File: config.mk
export PLATFORM = sky130hd
export DESIGN_NAME = serial_sub_flat
export DESIGN_NICKNAME = d
export VERILOG_FILES = /design/src/rtl/serial_sub_pkg.sv /design/src/rtl/serial_sub_if.sv /design/src/rtl/serial_sub_fs_cell.sv /design/src/rtl/serial_sub.sv /design/src/flat_wrapper.sv
export SDC_FILE = /design/constraint.sdc
export NUM_CORES = 1
export LEC_CHECK = 0
export BUFFER_PORTS_ARGS = -buffer_cell sky130_fd_sc_hd__buf_2
export CAP_MARGIN = 20
export CORE_ASPECT_RATIO = 0.9
export CORE_UTILIZATION = 40
export CTS_BUF_LIST = sky130_fd_sc_hd__clkbuf_4
export DETAILED_ROUTE_END_ITERATION = 6
export SYNTH_ARGS = -nofsm -noshare
export SYNTH_HDL_FRONTEND = slang
export SYNTH_SLANG_ARGS = --single-unit
File: constraint.sdc
create_clock -name clk -period 3 [get_ports clk]
set_input_delay 0.15 -clock clk [delete_from_list [all_inputs] [get_ports clk]]
set_output_delay 0.15 -clock clk [all_outputs]
set_load 0.005 [all_outputs]
File: src/rtl/serial_sub_pkg.sv
// rtl/serial_sub_pkg.sv - shared types and helpers for the bit-serial subtractor
// Purpose: FSM state encoding and bit-counter width helper.
package serial_sub_pkg;

  typedef enum logic [1:0] {
    IDLE = 2'd0,
    RUN  = 2'd1,
    DONE = 2'd2
  } state_t;

  // Counter only has to reach n-1, so $clog2(n) bits are enough (n >= 2).
  function automatic int cnt_width(input int n);
    return (n < 2) ? 1 : $clog2(n);
  endfunction

endpackage

File: src/rtl/serial_sub_if.sv
// rtl/serial_sub_if.sv - start/done handshake and operand/result bus
// Ports (master view): start, a, b, borrow_in out; ready, done, diff, borrow_out, ovf in.
interface serial_sub_if #(
  parameter int N = 8
);
  logic         start;
  logic [N-1:0] a;
  logic [N-1:0] b;
  logic         borrow_in;
  logic         ready;
  logic         done;
  logic [N-1:0] diff;
  logic         borrow_out;
  logic         ovf;

  modport master (
    output start, a, b, borrow_in,
    input  ready, done, diff, borrow_out, ovf
  );

  modport slave (
    input  start, a, b, borrow_in,
    output ready, done, diff, borrow_out, ovf
  );
endinterface

File: src/rtl/serial_sub_fs_cell.sv
// rtl/serial_sub_fs_cell.sv - combinational one-bit full subtractor
// Ports: a, b, bin in; d = a - b - bin (mod 2), bout = borrow out.
module fs_cell (
  input  logic a,
  input  logic b,
  input  logic bin,
  output logic d,
  output logic bout
);
  assign d    = a ^ b ^ bin;
  assign bout = (~a & b) | (~(a ^ b) & bin);
endmodule

File: src/rtl/serial_sub.sv
// rtl/serial_sub.sv - bit-serial ripple-borrow subtractor, LSB first
// Ports: clk, rst_n (async active-low); bus (slave): start/a/b/borrow_in in,
//        ready/done/diff/borrow_out/ovf out. diff = a - b - borrow_in mod 2^N.
module serial_sub
  import serial_sub_pkg::*;
#(
  parameter int N = 8
) (
  input  logic           clk,
  input  logic           rst_n,
  serial_sub_if.slave    bus
);

  localparam int            CW   = cnt_width(N);
  localparam logic [CW-1:0] LAST = CW'(N - 1);

  state_t          state;
  logic [N-1:0]    a_sr;
  logic [N-1:0]    b_sr;
  logic [N-1:0]    res_sr;
  logic            br;
  logic [CW-1:0]   cnt;
  logic [N-1:0]    diff_q;
  logic            borrow_q;
  logic            ovf_q;
  logic            done_q;
  logic            d;
  logic            bout;

  fs_cell u_fs (
    .a    (a_sr[0]),
    .b    (b_sr[0]),
    .bin  (br),
    .d    (d),
    .bout (bout)
  );

  assign bus.ready      = (state == IDLE);
  assign bus.done       = done_q;
  assign bus.diff       = diff_q;
  assign bus.borrow_out = borrow_q;
  assign bus.ovf        = ovf_q;

  always_ff @(posedge clk or negedge rst_n) begin
    if (!rst_n) begin
      state    <= IDLE;
      a_sr     <= '0;
      b_sr     <= '0;
      res_sr   <= '0;
      br       <= 1'b0;
      cnt      <= '0;
      diff_q   <= '0;
      borrow_q <= 1'b0;
      ovf_q    <= 1'b0;
      done_q   <= 1'b0;
    end else begin
      case (state)
        IDLE: begin
          done_q <= 1'b0;
          if (bus.start) begin
            a_sr  <= bus.a;
            b_sr  <= bus.b;
            br    <= bus.borrow_in;
            cnt   <= '0;
            state <= RUN;
          end
        end
        RUN: begin
          res_sr <= {d, res_sr[N-1:1]};
          a_sr   <= a_sr >> 1;
          b_sr   <= b_sr >> 1;
          br     <= bout;
          if (cnt == LAST) begin
            // On the MSB step a_sr[0]/b_sr[0] hold the operand sign bits and d is
            // the result sign bit, so overflow needs no extra storage.
            diff_q   <= {d, res_sr[N-1:1]};
            borrow_q <= bout;
            ovf_q    <= (a_sr[0] ^ b_sr[0]) & (d ^ a_sr[0]);
            done_q   <= 1'b1;
            state    <= DONE;
          end else begin
            cnt <= cnt + 1'b1;
          end
        end
        DONE: begin
          done_q <= 1'b0;
          state  <= IDLE;
        end
        default: state <= IDLE;
      endcase
    end
  end

endmodule

File: src/flat_wrapper.sv
// flat-port wrapper written by rule: the top's interface ports become plain ports
module serial_sub_flat import serial_sub_pkg::*;
#(
  parameter int N = 8
)
  (clk, rst_n, bus_start, bus_a, bus_b, bus_borrow_in, bus_ready, bus_done, bus_diff, bus_borrow_out, bus_ovf);
  serial_sub_if #(.N(N)) bus_i ();
  input  logic clk;
  input  logic rst_n;
  input wire logic [$bits(bus_i.start)-1:0] bus_start;
  input wire logic [$bits(bus_i.a)-1:0] bus_a;
  input wire logic [$bits(bus_i.b)-1:0] bus_b;
  input wire logic [$bits(bus_i.borrow_in)-1:0] bus_borrow_in;
  output wire logic [$bits(bus_i.ready)-1:0] bus_ready;
  output wire logic [$bits(bus_i.done)-1:0] bus_done;
  output wire logic [$bits(bus_i.diff)-1:0] bus_diff;
  output wire logic [$bits(bus_i.borrow_out)-1:0] bus_borrow_out;
  output wire logic [$bits(bus_i.ovf)-1:0] bus_ovf;
  assign bus_i.start = bus_start;
  assign bus_i.a = bus_a;
  assign bus_i.b = bus_b;
  assign bus_i.borrow_in = bus_borrow_in;
  assign bus_ready = bus_i.ready;
  assign bus_done = bus_i.done;
  assign bus_diff = bus_i.diff;
  assign bus_borrow_out = bus_i.borrow_out;
  assign bus_ovf = bus_i.ovf;
  serial_sub #(.N(N)) u_core (.clk(clk), .rst_n(rst_n), .bus(bus_i));
endmodule
==> flow_summary_export.csv, run 1 <==
group,metric,value,unit
pwr,leakagePower,1.00,nW
synth,synthesis.area,1890,um^2
sta,period_needed,1890,ps
sta,fmax,528,MHz
sta,hold_violations,0,
worst_setup_path,r2r_cells,4,
drt,firstDrtPassIters,4,
cts,clk_latency,350,ps
synth,yosys_warnings,0,
job,maxCapViolCount,0,
die,rows,23,
synth,synth_top_area_cell,"dfrtp_1",
drt,drtIter0Drc,41,
finish,post_layout_nonfiller_instances,243,
worst_setup_path,path_delay_family,"adder cells",
synth,synth_xor_area_share,0.462,%
synth,synth_top_family_by_area,"simple AND/OR/NAND/NOR gates",
worst_setup_path,reg2reg_slack,1110,ps
drt,postRouteWirelength,3.74,mm
synth,syn_inst,152,
finish,area_delta_synth_final,13.1,%
worst_setup_path,cp-end-kind,"flop",
status,outcome,"finished clean",
cts,cts_buffers,5,
die,start_util,42.2,%
drt,wl_met3,117,um
cts,cts-root-buf,"clkbuf_4",
cts,cts_htree_levels,2,
finish,fin_util,47.7,%
worst_setup_path,r2r_end,"u_core.bus.diff[2]$_DFFE_PN0P_",
pwr,power.total,2.09,mW
cts,cts_resized,0,
finish,diodes,0,
cts,cts_max_path_buffers,2,
synth,ys_ff_latch,40,
worst_setup_path,start_kind,"flop",
sta,skew,14.0,ps
worst_setup_path,critPathMaxStageDelay,460,ps
drt,drc_errors,0,
worst_setup_path,cp.buffers_inverters,0,
grt,overflow,0,
placement,post_dp_cell_area,2080,um^2
synth,synth_cell_types,29,
synth,synthMuxAreaShare,9.38,%
worst_setup_path,cp.arrival,2130,ps
placement,dp_hpwl,2.53,mm
drt,met2_length,1.81,mm
worst_setup_path,criticalPathCategory,"flop to flop",
cts,cts_tree,"yes",
worst_setup_path,cp_max_fo,12,
drt,highest_layer,"met4",
worst_setup_path,path_common_cell,"ha_1",
cts,path_clk_slew,120,ps
drt,avgViaCountPerCell,5.38,
synth,yosys.area_share.adder,3.04,%
sta,rsz0062_at_grt,"no",
sta,tns,0,ps
pwr,power.density,975,nW/um^2
min_path,hp-start,"bus_b[7]",
finish,stdcell_area,2140,um^2
synth,synth_compound_area_share,11.4,%
synth,synth_top_area_share,52.8,%
die,design.core.area,4490,um^2
sta,post-route-period-util,63.1,%
worst_setup_path,critPathRequiredTime,3240,ps
sta,setup_viol,0,
sta,slew_headroom,41.7,%
min_path,hold_path_depth,2,
drt,wl_met1,1.75,mm
synth,yosys-top-cells-area,"dfrtp_1, mux2_2, nor4b_1",
sta,finalMaxSlewViolations,0,
drt,post_drt_wl_per_cell,15.4,um
die,die-area,5020,um^2
synth,syn_area_per_cell,12.5,um^2
cts,cts_sinks,40,
die,floorplan.die.width,74.5,um
placement,dp_cells,234,
worst_setup_path,crit_chain,"ha_1 > ha_1 > nand3b_1 > mux2_2",
sta,worst_pin_slew,874,ps
drt,num_vias,1308,
placement,portBuffers,31,
grt,grt_pass1_vias,1268,
synth,yosysSeqAreaShare,52.8,%
placement,gp_congestion,0.702,
pwr,peakVddDrop,342,uV
grt,track_usage,16.1,%
synth,syn_nets,176,
die,die_y,67.3,um
die,ios,32,
drt,ant_nets,0,
finish,n_fill_cell,430,
min_path,min_path_type,"primary input to flop",
min_path,min_to,"u_core.b_sr[7]$_DFFE_PN0P_",
synth,synth_simple_gate_area_share,16.6,%
finish,drive_gt1_share,33.1,%
grt,antenna_found_initial,0,
grt,grt_max_degree,41,
worst_setup_path,cp_slowest_cell,"nand3b_1",
finish,nNetsFinal,204,
grt,grt_pass1_wl,5.96,mm
worst_setup_path,r2r_start,"u_core.cnt[0]$_DFFE_PN0P_",
==> worst max-delay path by stage <==
stage | endpoint | startpoint | cells after the start | slack (ps)
2_1_floorplan | u_core.bus.borrow_out$_DFFE_PN0P_ | u_core.cnt[0]$_DFFE_PN0P_ | 5 | 1410
4_1_cts | u_core.bus.diff[2]$_DFFE_PN0P_ | u_core.cnt[0]$_DFFE_PN0P_ | 4 | 1090
5_1_grt | u_core.bus.diff[2]$_DFFE_PN0P_ | u_core.cnt[0]$_DFFE_PN0P_ | 4 | 970
3_3_place_gp | u_core.bus.diff[1]$_DFFE_PN0P_ | u_core.cnt[0]$_DFFE_PN0P_ | 4 | 1200
6_report | u_core.bus.diff[2]$_DFFE_PN0P_ | u_core.cnt[0]$_DFFE_PN0P_ | 4 | 1110
3_5_place_dp | u_core.bus.diff[2]$_DFFE_PN0P_ | u_core.cnt[0]$_DFFE_PN0P_ | 4 | 1120
==> report_power, final <==
group | internal [mW] | total [mW] | switching, mW
logic | 0.460 | 0.846 | 0.386
clock network | 0.108 | 0.276 | 0.168
registers | 0.797 | 0.967 | 0.171
total | 1.36 | 2.09 | 0.724
==> cell type report <==
cell class              count  area (um^2)  share of cell area [%]
inverters                  14         52.6                    2.45
repair buffers             34          180                    8.41
clock buffers               7         52.6                    2.45
multi-input cells          85          776                    36.2
flip-flops and latches     40         1000                    46.7
well taps                  62         77.6                    3.62
clock inverters             1         3.75                   0.175
==> timing repair <==
item | 4_1_cts | 5_1_grt
hold endpoints to repair | 40 | 0
buffers inserted | 0 | 0
hold buffers | 1 | 0
==> worst reg2reg max path, delay by kind of cell, from the launching register on <==
kind,cells,cell delay [ps]
adder cells (fa/ha/maj),2,490
flip-flops,1,430
AND/OR/NAND/NOR,1,460
multiplexers,1,410
==> layer usage <==
layer  global-route usage, %  up-vias
met5                       0        -
met4                    7.78        0
met3                    4.33        7
met2                    25.2       17
met1                    20.7      664
li1                        -      620
==> synth_stat cells <==
master,count
a211o_1,3
o21bai_4,1
a32o_1,1
buf_2,7
nand2_1,2
mux2i_1,2
a21oi_1,1
or4b_1,4
and3_1,3
nor2_1,1
fa_1,1
a211oi_1,11
a22o_1,1
and2_1,1
nor3b_1,12
nor4b_1,12
o21ba_2,1
dfrtp_1,40
nor4bb_1,3
nand2b_1,1
xnor2_1,1
o221a_2,4
clkbuf_1,4
nand3b_1,1
a221o_1,1
inv_1,14
buf_4,2
mux2_2,14
ha_1,3
==> placed cells by master (no fill, tap or decap) <==
cell and instances:
buf_2 31, a22o_1 1, buf_4 2, clkinv_1 1
or4b_1 4, nor3b_1 12, o21ba_2 1, nand2b_1 1
and2_1 1, nand2_1 2, dlygate4sd3_1 1, inv_1 14
a32o_1 1, a221o_1 1, o221a_2 4, nor4b_1 12
dfrtp_1 40, a211oi_1 11, a211o_1 3, a21oi_1 1
ha_1 3, xnor2_1 1, nor2_1 1, mux2_2 14
nand3b_1 1, o21bai_4 1, nor4bb_1 3, fa_1 1
mux2i_1 2, and3_1 3, clkbuf_4 7
==> cell families (layout without fill, tap and decap cells) <==
kind of cell,Yosys count,after routing
fa+ha+maj,4,4
xor+xnor,1,1
buf+inv,27,56
compound gates,24,24
simple gates,40,40
mux,16,16
flops,40,40
==> state kept, by name, summed over array words and instances, names as in the netlist <==
register,flops
u_core.bus.done,1
u_core.state,2
u_core.bus.borrow_out,1
u_core.a_sr,8
u_core.res_sr,7
u_core.bus.ovf,1
u_core.bus.diff,8
u_core.br,1
u_core.cnt,3
u_core.b_sr,8
==> through the flow <==
step                      hold WS [ps]  setup slack [ps]
after floorplan                   -146              1410
after global placement             306              1200
after detailed placement           322              1120
after CTS                         20.6              1090
after global routing              30.7               966
final                             41.9              1110
No activity file was read; power rests on OpenSTA's default activity.
==> run 2: changes to the inputs <==
--- a/config.mk
+++ b/config.mk
@@ -5,6 +5,7 @@
 export SDC_FILE = /design/constraint.sdc
 export NUM_CORES = 1
 export LEC_CHECK = 0
+export ABC_AREA = 1
 export BUFFER_PORTS_ARGS = -buffer_cell sky130_fd_sc_hd__buf_2
 export CAP_MARGIN = 20
 export CORE_ASPECT_RATIO = 0.9
==> constraint.sdc (replaced) <==
create_clock -name clk -period 1.8 [get_ports clk]
set_input_delay 0.09 -clock clk [delete_from_list [all_inputs] [get_ports clk]]
set_output_delay 0.09 -clock clk [all_outputs]
set_load 0.005 [all_outputs]
==> run 2 against run 1 <==
Net effect: sequential cell count unchanged; cell area is 3.7% higher; sequential power rose by 54%; count of clock-buffer cells in the layout is 2 lower; sequential share of layout area is 1.7 points lower; cell count grew 31%; wire length shrank 7.2%; combinational power up 84%; largest cell class unchanged; largest power group is now combinational cells; highest routed layer unchanged.
==> flow_summary_export.csv, run 2 <==
group,metric,value,unit
synth,ys_ff_latch,40,
synth,synthesis.area,1860,um^2
grt,grt_pass1_vias,1306,
cts,cts_max_path_buffers,2,
grt,antenna_found_initial,0,
grt,grt_max_degree,41,
synth,synth_cell_types,19,
grt,track_usage,16.0,%
worst_setup_path,cp.arrival,1930,ps
sta,finalMaxSlewViolations,0,
sta,period_needed,1650,ps
sta,skew,7.10,ps
die,design.core.area,4460,um^2
drt,avgViaCountPerCell,4.43,
synth,synth_edf_count,0,
synth,syn_nets,244,
sta,slew_headroom,75.9,%
cts,clk_latency,340,ps
sta,hold_violations,0,
die,die_y,66.7,um
die,rows,23,
synth,yosysMostFrequentCell,"nand2_1",
sta,hold_ws,18.0,ps
synth,synthTopCellsByCount,"nand2_1, dfrtp_1, nand3_1",
job,maxCapViolCount,0,
grt,grt_pass1_wl,5.93,mm
min_path,min_path_type,"primary input to flop",
drt,post_drt_wl_per_cell,10.9,um
cts,path_clk_slew,120,ps
drt,postRouteWirelength,3.47,mm
finish,diodes,0,
synth,syn_inst,220,
worst_setup_path,criticalPathCategory,"flop to flop",
synth,synth_top_area_share,53.8,%
drt,drtIter0Drc,136,
status,outcome,"finished clean",
synth,yosysSeqAreaShare,53.8,%
sta,post-route-period-util,91.6,%
worst_setup_path,cp-end-kind,"flop",
synth,synth_top_area_cell,"dfrtp_1",
pwr,leakagePower,1.24,nW
pwr,power.density,1760,nW/um^2
cts,cts-root-buf,"clkbuf_4",
die,die-area,4930,um^2
drt,drc_errors,0,
drt,firstDrtPassIters,5,
cts,cts_tree,"yes",
drt,ant_nets,0,
sta,worst_pin_slew,361,ps
finish,mostFrequentLayoutCells,"nand2_1, dfrtp_1, buf_2",
drt,num_vias,1414,
finish,nNetsFinal,280,
placement,portBuffers,31,
die,start_util,41.7,%
synth,syn_area_per_cell,8.45,um^2
placement,dp_hpwl,2.25,mm
synth,yosys_warnings,0,
worst_setup_path,cp_max_fo,17,
sta,rsz0062_at_grt,"no",
worst_setup_path,critPathRequiredTime,2080,ps
cts,cts_buffers,5,
die,ios,32,
die,floorplan.die.width,73.9,um
synth,synthArstFlopShare,100,%
cts,cts_htree_levels,2,
finish,drive_gt1_share,23.0,%
synth,yosys-top-cells-area,"dfrtp_1, nand2_1, nand3_1",
worst_setup_path,start_kind,"flop",
placement,gp_congestion,0.745,
synth,synth_top_flop_cell,"dfrtp_1",
grt,overflow,0,
sta,tns,0,ps
sta,fmax,606,MHz
sta,setup_viol,0,
cts,cts_sinks,40,
finish,area_delta_synth_final,19.6,%
finish,final_common_cell,"nand2_1",
pwr,peakVddDrop,975,uV
-- run 2: cell types whose count changed after synthesis, moves of 10 or more --
cell / previous run / this run
nor4b_1: 12 / 0
nor3b_1: 12 / 0
a211oi_1: 11 / 0
nand2_1: 2 / 104
mux2_2: 14 / 0
o21ai_0: 0 / 10
nand3_1: 0 / 19
-- run 2: cells by family (layout without fill, tap and decap cells) --
logic type | count (synthesis) | count (layout) | share of synthesized area, %
and+or+nand+nor | 130 | 130 | 29.1
buffers and inverters | 28 | 65 | 7.67
DFF | 40 | 40 | 53.8
adders and majority gates | 4 | 4 | 3.10
AOI/OAI and AO/OA | 18 | 18 | 6.26
-- run 2: what timing repair did --
action | in CTS | in global routing
hold buffers | 3 | 0
hold endpoints to repair | 41 | 0
resized for setup | 0 | 0
buffers inserted | 0 | 0
-- run 2: metal layers --
metal  GRT usage (%)  up-vias  routed length (um)
met3            4.69        6                 114
met2            23.9       17                1580
li1                -      754                   -
met5               0        -                   0
met4            5.05        0                  43
met1            22.3      637                1730
-- run 2: metrics by stage --
stage / power (mW) / util (%) / cells / instance area (um^2) / setup slack [ps]
2_1_floorplan: 2.72 / - / 220 / 1860 / 449
3_3_place_gp: 3.05 / 46.3 / 308 / 2070 / 313
3_5_place_dp: 3.09 / 46.3 / 308 / 2070 / 300
5_1_grt: 4.33 / 49.8 / 319 / 2220 / 112
6_report: 3.92 / 49.8 / 319 / 2220 / 151
4_1_cts: 3.97 / 49.8 / 319 / 2220 / 155
-- run 2: layout make-up --
type / count / area [um^2]
clock buffers: 5 / 37.5
clock inverters: 3 / 90.1
well taps: 62 / 77.6
inverters: 19 / 73.8
repair buffers: 38 / 228
flip-flops and latches: 40 / 1000
multi-input cells: 152 / 716
fillers: 444 / 2240
-- run 2: worst max-delay path, cell delays in order, from the launching register on --
cell	delay, ps
dfrtp_1	450
buf_4	220
nor2_1	210
nand3_1	90
dlygate4sd3_1	560
o21ai_0	60
-- run 2: worst paths after layout --
path / from / endpoint / slack [ps] / cells after the start
hold reg to reg: u_core.res_sr[1]$_DFFE_PN0N_ / u_core.bus.diff[0]$_DFFE_PN0P_ / 480 / 2
setup / recovery: u_core.state[0]$_DFFE_PN0P_ / u_core.b_sr[7]$_DFFE_PN0P_ / 150 / 5
min in group asynchronous: rst_n / u_core.b_sr[5]$_DFFE_PN0P_ / 220 / 3
max in group asynchronous: rst_n / u_core.res_sr[1]$_DFFE_PN0N_ / 1370 / 3
setup reg to reg: u_core.state[0]$_DFFE_PN0P_ / u_core.b_sr[7]$_DFFE_PN0P_ / 150 / 5
hold / removal: bus_a[7] / u_core.a_sr[7]$_DFFE_PN0P_ / 20 / 3
-- run 2: report_power, final --
| part | leakage (nW) | internal (mW) | switching (mW) |
|---|---|---|---|
| clock | 0.0654 | 0.572 | 0.299 |
| combinational | 0.664 | 0.593 | 0.969 |
| sequential | 0.508 | 1.29 | 0.204 |
==> run 3: changes to the inputs <==
--- a/config.mk
+++ b/config.mk
@@ -9,9 +9,10 @@
 export BUFFER_PORTS_ARGS = -buffer_cell sky130_fd_sc_hd__buf_2
 export CAP_MARGIN = 20
 export CORE_ASPECT_RATIO = 0.9
-export CORE_UTILIZATION = 40
+export CORE_UTILIZATION = 39
 export CTS_BUF_LIST = sky130_fd_sc_hd__clkbuf_4
 export DETAILED_ROUTE_END_ITERATION = 6
 export SYNTH_ARGS = -nofsm -noshare
 export SYNTH_HDL_FRONTEND = slang
+export SYNTH_HIERARCHICAL = 1
 export SYNTH_SLANG_ARGS = --single-unit
==> run 3 against run 2 <==
Net effect: hold slack worse by 8.7 ps; non-clock buffer count up 2; clock skew up 17 ps; largest cell class unchanged.
==> flow_summary_export.csv, run 3 <==
group,metric,value,unit
synth,synth_edf_count,0,
synth,synth_top_flop_cell,"dfrtp_1",
synth,synth_cell_types,15,
pwr,leakagePower,1.23,nW
drt,avgViaCountPerCell,4.61,
synth,synthTopCellsByCount,"nand2_1, dfrtp_1, nand3_1",
synth,synthesis.area,1840,um^2
job,maxCapViolCount,0,
worst_setup_path,r2r_cells,7,
sta,finalMaxSlewViolations,0,
placement,gp_congestion,0.743,
synth,ys_ff_latch,40,
cts,cts_resized,0,
sta,hold_violations,0,
cts,cts_tree,"yes",
synth,syn_nets,249,
sta,fmax,707,MHz
sta,rsz0062_at_grt,"no",
grt,grt_pass1_vias,1498,
sta,slew_headroom,70.0,%
worst_setup_path,cp_slowest_cell,"fa_1",
sta,skew,23.7,ps
grt,grt_max_degree,23,
synth,synth_top_area_cell,"dfrtp_1",
finish,mostFrequentLayoutCells,"nand2_1, dfrtp_1, buf_2",
synth,syn_area_per_cell,8.15,um^2
finish,post_layout_nonfiller_instances,327,
cts,cts_hold_buffers,2,
pwr,combPwrFrac,41.0,%
die,ios,32,
grt,overflow,0,
pwr,power.share.switching,40.5,%
finish,drive_gt1_share,21.9,%
worst_setup_path,critPathMaxStageDelay,530,ps
worst_setup_path,cp-end-kind,"flop",
finish,nNetsFinal,287,
sta,hold_ws,9.31,ps
status,outcome,"finished clean",
sta,tns,0,ps
cts,cts_htree_levels,2,
pwr,p_clk_share,17.1,%
worst_setup_path,r2r_start,"u_core/b_sr[0]$_DFFE_PN0P_",
worst_setup_path,start_kind,"flop",
worst_setup_path,crit_chain,"inv_1 > fa_1 > inv_1 > nand3_1 > nand2_1 > nand2_1 > nand2_1",
worst_setup_path,critPathRequiredTime,2080,ps
finish,n_fill_cell,474,
worst_setup_path,cp.arrival,1690,ps
synth,yosysSeqAreaShare,54.3,%
synth,yosysMostFrequentCell,"nand2_1",
die,start_util,41.0,%
finish,final_common_cell,"nand2_1",
die,die-area,5000,um^2
min_path,min_path_type,"primary input to flop",
worst_setup_path,cp_max_fo,4,
worst_setup_path,worstSetupStartpoint,"u_core/b_sr[0]$_DFFE_PN0P_",
min_path,hold_path_depth,5,
finish,area_delta_synth_final,18.6,%
cts,cts-root-buf,"clkbuf_4",
worst_setup_path,path_common_cell,"nand2_1",
pwr,peakVddDrop,641,uV
cts,cts_max_path_buffers,2,
sta,post-route-period-util,78.6,%
placement,dp_hpwl,2.71,mm
grt,antenna_found_initial,0,
pwr,p_sw,1.46,mW
cts,cts_setup_buffers,0,
placement,portBuffers,31,
cts,cts_buffers,5,
cts,clk_latency,360,ps
min_path,hp-start,"bus_a[3]",
synth,syn_inst,226,
sta,setup_viol,0,
worst_setup_path,path_depth,7,
drt,ant_nets,0,
sta,period_needed,1410,ps
die,design.core.area,4490,um^2
cts,cts_sinks,40,
synth,synth_top_area_share,54.3,%
drt,post_drt_wl_per_cell,11.6,um
cts,path_clk_slew,140,ps
die,floorplan.die.width,74.4,um
drt,num_vias,1506,
worst_setup_path,cp.buffers_inverters,2,
placement,dp_cells,316,
finish,diodes,0,
die,die_y,67.2,um
sta,worst_pin_slew,450,ps
synth,yosys-top-cells-area,"dfrtp_1, nand2_1, nand3_1",
synth,yosys_warnings,6,
die,rows,23,
grt,track_usage,18.0,%
pwr,p_seq_share,41.9,%
worst_setup_path,criticalPathCategory,"flop to flop",
worst_setup_path,path_delay_family,"adder cells",
synth,synthArstFlopShare,100,%
drt,drc_errors,0,
drt,postRouteWirelength,3.80,mm
pwr,p_int,2.14,mW
pwr,power.density,1650,nW/um^2
grt,grt_pass1_wl,6.67,mm
drt,drtIter0Drc,67,
drt,firstDrtPassIters,4,
run 3: power by group through the flow:
stage               clock [mW]  combinational (mW)  sequential, mW
finish                   0.616                1.47            1.51
global route             0.673                1.76            1.56
CTS                      0.634                1.51            1.51
detailed placement           0                1.50            1.53
global placement             0                1.44            1.52
floorplan                    0                1.12            1.48
run 3: per-stage QoR:
stage | utilization [%] | power (mW) | instance area, um^2 | setup slack, ps
after detailed placement | 46.1 | 3.03 | 2070 | 379
after global routing | 48.7 | 3.99 | 2180 | 245
after CTS | 48.4 | 3.65 | 2170 | 360
after global placement | 46.1 | 2.95 | 2070 | 405
final | 48.7 | 3.60 | 2180 | 386
after floorplan | - | 2.59 | 1840 | 473
run 3: per-layer routing:
metal | GRT usage (%) | wire, um | vias to the layer above
met5 | 0 | 0 | -
met4 | 7.08 | 57 | 0
met3 | 4.18 | 120 | 7
met2 | 29.8 | 1780 | 28
met1 | 22.8 | 1840 | 702
li1 | - | - | 769
run 3: layout make-up:
class	instances	area (um^2)	area share (%)
sequential	40	1000	45.8
clock buffer	5	37.5	1.72
tap	62	77.6	3.55
inverter	17	63.8	2.92
timing repair buffer	40	243	11.1
multi-input combinational	160	714	32.7
clock inverter	3	47.5	2.18
run 3: path summary, 6_finish.rpt:
path                                                        to  slack, ps
worst max register to register      u_core/bus.ovf$_DFFE_PN0P_        390
min in group asynchronous       u_core/bus.diff[3]$_DFFE_PN0P_        180
worst max-delay path                u_core/bus.ovf$_DFFE_PN0P_        390
worst min register to register      u_core/a_sr[7]$_DFFE_PN0P_        490
worst min-delay path                u_core/a_sr[3]$_DFFE_PN0P_          9
max in group asynchronous           u_core/b_sr[3]$_DFFE_PN0P_       1130
run 3: worst reg2reg max path, stage by stage, from the launching register on:
cell and delay [ps]:
dfrtp_1 420, inv_1 80, fa_1 530, inv_1 80
nand3_1 80, nand2_1 50, nand2_1 60, nand2_1 50
run 3: cells by family (layout without fill, tap and decap cells):
| kind of cell | Yosys count | after routing | share of synthesized area (%) |
|---|---|---|---|
| buffers and inverters | 26 | 65 | 6.86 |
| and+or+nand+nor | 142 | 142 | 30.8 |
| AOI/OAI and AO/OA | 15 | 15 | 5.50 |
| adders and majority gates | 3 | 3 | 2.45 |
| DFF | 40 | 40 | 54.3 |
